<file path="config.mk">
export PLATFORM = sky130hd
export DESIGN_NAME = reg_dump_engine_flat
export DESIGN_NICKNAME = d
export VERILOG_FILES = /design/src/rtl/reg_dump_engine_if.sv /design/src/rtl/reg_dump_engine.sv /design/src/flat_wrapper.sv
export SDC_FILE = /design/constraint.sdc
export NUM_CORES = 1
export LEC_CHECK = 0
export ABC_AREA = 0
export CAP_MARGIN = 20
export CORE_ASPECT_RATIO = 1.5
export CORE_MARGIN = 2
export CORE_UTILIZATION = 30
export CTS_BUF_LIST = sky130_fd_sc_hd__clkbuf_8
export CTS_CLUSTER_DIAMETER = 150
export DETAILED_ROUTE_END_ITERATION = 10
export DONT_BUFFER_PORTS = 1
export HOLD_SLACK_MARGIN = 0.15
export PLACE_DENSITY_LB_ADDON = 0.1
export REMOVE_ABC_BUFFERS = 1
export SYNTH_ARGS = -nofsm -noshare
export SYNTH_HDL_FRONTEND = slang
export SYNTH_SLANG_ARGS = --single-unit
</file>
<file path="constraint.sdc">
create_clock -name clk -period 2.6 [get_ports clk]
set_clock_uncertainty 0.1 [all_clocks]
set_input_delay 0.78 -clock clk [delete_from_list [all_inputs] [get_ports clk]]
set_output_delay 0.78 -clock clk [all_outputs]
set_load 0.01 [all_outputs]
</file>
<file path="src/rtl/reg_dump_engine_if.sv">
// Bus bundle for reg_dump_engine: register-file read port plus the
// valid/ready output stream. The engine uses the master modport.
interface reg_dump_engine_if #(
  parameter int unsigned XLEN = 32,
  parameter int unsigned AW   = 5
);
  logic [AW-1:0]   rf_addr;
  logic [XLEN-1:0] rf_data;
  logic            m_valid;
  logic            m_ready;
  logic [XLEN-1:0] m_data;
  logic [AW-1:0]   m_addr;
  logic            m_last;

  modport master (
    output rf_addr,
    input  rf_data,
    output m_valid,
    input  m_ready,
    output m_data,
    output m_addr,
    output m_last
  );

  modport slave (
    input  rf_addr,
    output rf_data,
    input  m_valid,
    output m_ready,
    input  m_data,
    input  m_addr,
    input  m_last
  );
endinterface

</file>
<file path="src/rtl/reg_dump_engine.sv">
// Register-file dump engine: walks [first, last] through one read port and
// streams each value tagged with its index. Optional trailing XOR checksum
// beat is enabled by defining REG_DUMP_CKSUM_EN.
module reg_dump_engine #(
  parameter int unsigned XLEN = 32,
  parameter int unsigned AW   = 5
) (
  input  logic                     clk,
  input  logic                     rst,
  input  logic                     start_i,
  input  logic [AW-1:0]            first_addr_i,
  input  logic [AW-1:0]            last_addr_i,
  input  logic                     abort_i,
  reg_dump_engine_if.master        bus_io,
  output logic                     busy_o,
  output logic                     done_o,
  output logic                     err_o
);

  typedef enum logic [1:0] {StIdle, StFetch, StSend, StDone} state_e;

  state_e          state_q, state_d;
  logic [AW-1:0]   ptr_q, ptr_d;
  logic [AW-1:0]   last_q, last_d;
  logic            abort_pend_q, abort_pend_d;
  logic            err_q, err_d;
  logic [XLEN-1:0] data_q, data_d;
  logic [AW-1:0]   addr_q, addr_d;
  logic            mlast_q, mlast_d;
  logic            abort_now;
`ifdef REG_DUMP_CKSUM_EN
  logic [XLEN-1:0] cksum_q, cksum_d;
  logic            fin_q, fin_d;        // beat in SEND is the last data index
  logic            ck_beat_q, ck_beat_d; // beat in SEND is the checksum beat
`endif

  // An abort arriving on the handshake edge counts the same as a pending one.
  assign abort_now = abort_pend_q | abort_i;

  // Next-state and datapath loads.
  always_comb begin
    state_d      = state_q;
    ptr_d        = ptr_q;
    last_d       = last_q;
    abort_pend_d = abort_pend_q;
    err_d        = err_q;
    data_d       = data_q;
    addr_d       = addr_q;
    mlast_d      = mlast_q;
`ifdef REG_DUMP_CKSUM_EN
    cksum_d      = cksum_q;
    fin_d        = fin_q;
    ck_beat_d    = ck_beat_q;
`endif
    unique case (state_q)
      StIdle: begin
        if (start_i) begin
          ptr_d        = first_addr_i;
          last_d       = last_addr_i;
          abort_pend_d = 1'b0;
          err_d        = (first_addr_i > last_addr_i);
`ifdef REG_DUMP_CKSUM_EN
          cksum_d      = '0;
          ck_beat_d    = 1'b0;
`endif
          state_d      = (first_addr_i > last_addr_i) ? StDone : StFetch;
        end
      end
      StFetch: begin
        if (abort_i) begin
          state_d = StDone;
        end else begin
          data_d  = bus_io.rf_data;
          addr_d  = ptr_q;
`ifdef REG_DUMP_CKSUM_EN
          fin_d   = (ptr_q == last_q);
          mlast_d = 1'b0;
`else
          mlast_d = (ptr_q == last_q);
`endif
          state_d = StSend;
        end
      end
      StSend: begin
        if (abort_i) abort_pend_d = 1'b1;
        if (bus_io.m_ready) begin
`ifdef REG_DUMP_CKSUM_EN
          cksum_d = cksum_q ^ data_q;
          if (ck_beat_q || abort_now) begin
            state_d = StDone;
          end else if (fin_q) begin
            // Stay in SEND and present the checksum as one more beat.
            data_d    = cksum_q ^ data_q;
            addr_d    = '0;
            mlast_d   = 1'b1;
            ck_beat_d = 1'b1;
          end else begin
            ptr_d   = ptr_q + AW'(1);
            state_d = StFetch;
          end
`else
          if (mlast_q || abort_now) begin
            state_d = StDone;
          end else begin
            ptr_d   = ptr_q + AW'(1);
            state_d = StFetch;
          end
`endif
        end
      end
      StDone: begin
        state_d      = StIdle;
        err_d        = 1'b0;
        abort_pend_d = 1'b0;
      end
      default: state_d = StIdle;
    endcase
  end

  // State and datapath registers; reset drops any beat in flight.
  always_ff @(posedge clk or posedge rst) begin
    if (rst) begin
      state_q      <= StIdle;
      ptr_q        <= '0;
      last_q       <= '0;
      abort_pend_q <= 1'b0;
      err_q        <= 1'b0;
      data_q       <= '0;
      addr_q       <= '0;
      mlast_q      <= 1'b0;
`ifdef REG_DUMP_CKSUM_EN
      cksum_q      <= '0;
      fin_q        <= 1'b0;
      ck_beat_q    <= 1'b0;
`endif
    end else begin
      state_q      <= state_d;
      ptr_q        <= ptr_d;
      last_q       <= last_d;
      abort_pend_q <= abort_pend_d;
      err_q        <= err_d;
      data_q       <= data_d;
      addr_q       <= addr_d;
      mlast_q      <= mlast_d;
`ifdef REG_DUMP_CKSUM_EN
      cksum_q      <= cksum_d;
      fin_q        <= fin_d;
      ck_beat_q    <= ck_beat_d;
`endif
    end
  end

  // Outputs decode from registered state only, so m_ready never reaches them.
  always_comb begin
    bus_io.rf_addr = (state_q == StFetch) ? ptr_q : '0;
    bus_io.m_valid = (state_q == StSend);
    bus_io.m_data  = data_q;
    bus_io.m_addr  = addr_q;
    bus_io.m_last  = mlast_q;
    busy_o         = (state_q != StIdle);
    done_o         = (state_q == StDone);
    err_o          = (state_q == StDone) & err_q;
  end

endmodule

</file>
<file path="src/flat_wrapper.sv">
// flat-port wrapper written by rule: the top's interface ports become plain ports
module reg_dump_engine_flat 
#(
  parameter int unsigned XLEN = 32,
  parameter int unsigned AW   = 5
)
  (clk, rst, start_i, first_addr_i, last_addr_i, abort_i, busy_o, done_o, err_o, bus_io_rf_addr, bus_io_rf_data, bus_io_m_valid, bus_io_m_ready, bus_io_m_data, bus_io_m_addr, bus_io_m_last);
  reg_dump_engine_if #(.XLEN(XLEN), .AW(AW)) bus_io_i ();
  input  logic clk;
  input  logic rst;
  input  logic start_i;
  input  logic [AW-1:0] first_addr_i;
  input  logic [AW-1:0] last_addr_i;
  input  logic abort_i;
  output logic busy_o;
  output logic done_o;
  output logic err_o;
  output wire logic [$bits(bus_io_i.rf_addr)-1:0] bus_io_rf_addr;
  input wire logic [$bits(bus_io_i.rf_data)-1:0] bus_io_rf_data;
  output wire logic [$bits(bus_io_i.m_valid)-1:0] bus_io_m_valid;
  input wire logic [$bits(bus_io_i.m_ready)-1:0] bus_io_m_ready;
  output wire logic [$bits(bus_io_i.m_data)-1:0] bus_io_m_data;
  output wire logic [$bits(bus_io_i.m_addr)-1:0] bus_io_m_addr;
  output wire logic [$bits(bus_io_i.m_last)-1:0] bus_io_m_last;
  assign bus_io_rf_addr = bus_io_i.rf_addr;
  assign bus_io_i.rf_data = bus_io_rf_data;
  assign bus_io_m_valid = bus_io_i.m_valid;
  assign bus_io_i.m_ready = bus_io_m_ready;
  assign bus_io_m_data = bus_io_i.m_data;
  assign bus_io_m_addr = bus_io_i.m_addr;
  assign bus_io_m_last = bus_io_i.m_last;
  reg_dump_engine #(.XLEN(XLEN), .AW(AW)) u_core (.clk(clk), .rst(rst), .start_i(start_i), .first_addr_i(first_addr_i), .last_addr_i(last_addr_i), .abort_i(abort_i), .bus_io(bus_io_i), .busy_o(busy_o), .done_o(done_o), .err_o(err_o));
endmodule
</file>
==> flow_metrics.env <==
export IMPL_drv_cap=0
export IMPL_nNetsFinal=255
export IMPL_drcViolationCount=0
export IMPL_netlist_area_um2=2385
export IMPL_final_antenna_net_count=0
export IMPL_slew_headroom_pct=62.14
export IMPL_power_mw=3.284
export IMPL_hp_class="input port to async pin"
export IMPL_num_fill_cells=772
export IMPL_die_area_um2=8693
export IMPL_post_cts_resized=0
export IMPL_reg2reg_from="u_core.state_q[1]"
export IMPL_worst_pin_slew_ns=0.5680
export IMPL_worstPathArrival_ns=1.43
export IMPL_grt_max_degree=40
export IMPL_port_buffers=0
export IMPL_power_leakage_nw=1.095
export IMPL_finalCritPeriodShare_pct=89.01
export IMPL_clock_fmax_ghz=0.4321
export IMPL_postSynthCellCount=194
export IMPL_die_h_um=113.2
export IMPL_crit_type="flip-flop to output port"
export IMPL_crit_path_max_fanout=8
export IMPL_grt_setup_unrepaired="false"
export IMPL_grt_pass1_wl_mm=7.969
export IMPL_synth_cell_type_count=29
export IMPL_mostFrequentLayoutCell="dfrtp_1"
export IMPL_track_usage_pct=11.86
export IMPL_hold_ws_ns=0.2207
export IMPL_cts_buffer_depth=2
export IMPL_startpoint="u_core.state_q[1]"
export IMPL_antenna_found_initial=0
export IMPL_yosysWarnings=0
export IMPL_finalHoldViolCount=0
export IMPL_cp_required_ns=1.72
export IMPL_grt_overflow_total=0
export IMPL_cts_setup_buffers=0
export IMPL_finalSetupViolCount=0
export IMPL_ys_ff_latch=52
export IMPL_grt_pass1_vias=1553
export IMPL_fin_crit_ns=2.314
export IMPL_fin_setup_tns_ns=0
export IMPL_start_util_pct=31.13
export IMPL_syn2layout_area_growth_pct=8.762
export IMPL_initialDrtViolationCount=32
export IMPL_peakVddDrop_v=0.0004394
export IMPL_routed_via_density=4.896
export IMPL_cts_made_buffers=5
export IMPL_avgSynthCellArea_um2=12.29
export IMPL_drive_above_1_share_pct=25.89
export IMPL_firstDrtPassIters=4
export IMPL_cts_sinks=52
export IMPL_dp_hpwl_mm=3.774
export IMPL_startpoint_type="flip-flop"
export IMPL_clk_pin_slew_ns=0.09
export IMPL_avgRoutedWirePerCell_um=16.53
export IMPL_reg2reg_depth=4
export IMPL_cts_tree="done"
export IMPL_vias=1464
export IMPL_row_count=39
export IMPL_core_um2=7661
export IMPL_hold_buffers=0
export IMPL_htreeDepth=2
export IMPL_num_antenna_cells=0
export IMPL_ioPinCount=94
export IMPL_clockRootBuffer="clkbuf_8"
export IMPL_yosysSeqAreaShare_pct=54.56
export IMPL_p_per_area_nw_per_um2=1266
export IMPL_cp_end_kind="output port"
export IMPL_status="complete, no violations"
export IMPL_maxSlewViolCount=0
export IMPL_wirelength_mm=4.943
export IMPL_layout_common_cells="dfrtp_1 (52), mux2_2 (38), inv_1 (12)"
export IMPL_fp_dieW_um=76.80
export IMPL_insertion_delay_ns=0.31
export IMPL_gp_congestion=0.7068
==> routing by layer <==
layer / global-route usage [%] / vias to the layer above / wire [µm]
met1: 12.18 / 715 / 1852
met4: 5.455 / 0 / 91
met5: 0 / - / 0
met3: 4.306 / 5 / 389
li1: - / 679 / -
met2: 21.29 / 65 / 2609
==> sequential cells by signal, summed over array words and instances, names as in the netlist <==
name / flops
u_core.bus_io.m_data: 32
u_core.bus_io.m_addr: 5
u_core.last_q: 5
u_core.ptr_q: 5
u_core.state_q: 2
u_core.abort_pend_q: 1
u_core.bus_io.m_last: 1
u_core.err_q: 1
==> through the flow <==
stage	setup WS (ns)	std cells	utilization, %	instance area (µm²)
floorplan	0.4621	188	-	2357
global placement	0.5324	292	32.79	2512
CTS	0.2497	299	33.86	2594
detailed placement	0.4893	292	32.79	2512
finish	0.2857	299	33.86	2594
global route	0.1835	299	33.86	2594
==> final timing paths <==
check,to,slack (ns)
worst max-delay path,bus_io_rf_addr[1],0.29
worst min-delay path,u_core.bus_io.m_data[21],0.22
worst max register to register,u_core.bus_io.m_data[26],0.52
worst min register to register,u_core.last_q[3],0.42
max in group asynchronous,u_core.bus_io.m_data[29],1.67
min in group clk,u_core.last_q[3],0.42
==> final cells by class <==
| cell class | instances | area, µm² | share of cell area, % |
|---|---|---|---|
| Clock buffer | 5 | 68.82 | 2.653 |
| Clock inverter | 2 | 12.51 | 0.4824 |
| Inverter | 13 | 48.80 | 1.881 |
| Multi-Input combinational cell | 123 | 1007 | 38.83 |
| Sequential cell | 52 | 1301 | 50.17 |
| Tap cell | 102 | 127.6 | 4.920 |
| Timing Repair Buffer | 2 | 27.53 | 1.061 |
==> Yosys cell counts <==
cell	instances	area [µm²]
dfrtp_1	52	1301
nand2b_1	2	12.51
ha_1	11	137.6
or4_4	1	11.26
a21oi_1	10	50.05
nor4_1	1	6.260
o21ai_0	9	45.04
o31a_1	1	8.760
buf_2	4	20.02
o31ai_1	1	7.510
nor2_1	4	15.01
o221ai_1	1	8.760
nor4_4	1	21.27
a21o_1	1	7.510
mux2i_1	1	10.01
a2111oi_0	1	8.760
xnor2_1	5	43.79
nand3_1	5	25.02
o21ai_1	5	25.02
nor2b_1	2	12.51
inv_1	13	48.80
a221oi_1	1	8.760
clkbuf_1	2	7.510
o22ai_1	3	18.77
nand4_1	1	6.260
mux2_2	38	427.9
and2_1	6	37.54
and2b_4	1	10.01
nand2_1	11	41.29
==> power by group <==
group / internal, mW / switching (mW) / leakage, nW / total (mW)
Combinational: 0.591 / 0.557 / 0.435 / 1.15
Sequential: 1.22 / 0.465 / 0.619 / 1.69
Clock: 0.183 / 0.267 / 0.0400 / 0.450
Total: 1.99 / 1.29 / 1.09 / 3.28
==> critical path, cell delays in order (launching register included) <==
cell and delay (ns):
dfrtp_1 0.42, inv_1 0.15, ha_1 0.31, and2_1 0.25
==> cell families (layout without fill, tap and decap cells) <==
group / after synthesis / after routing / synth area share, %
adder cells (fa/ha/maj): 11 / 11 / 5.771
AND/OR/NAND/NOR: 35 / 35 / 8.342
AO/OA/AOI/OAI: 33 / 33 / 7.923
XOR/XNOR: 5 / 5 / 1.836
buffers and inverters: 19 / 22 / 3.201
flip-flops: 52 / 52 / 54.56
multiplexers: 39 / 39 / 18.36
Power figures use the tool's default switching activity.
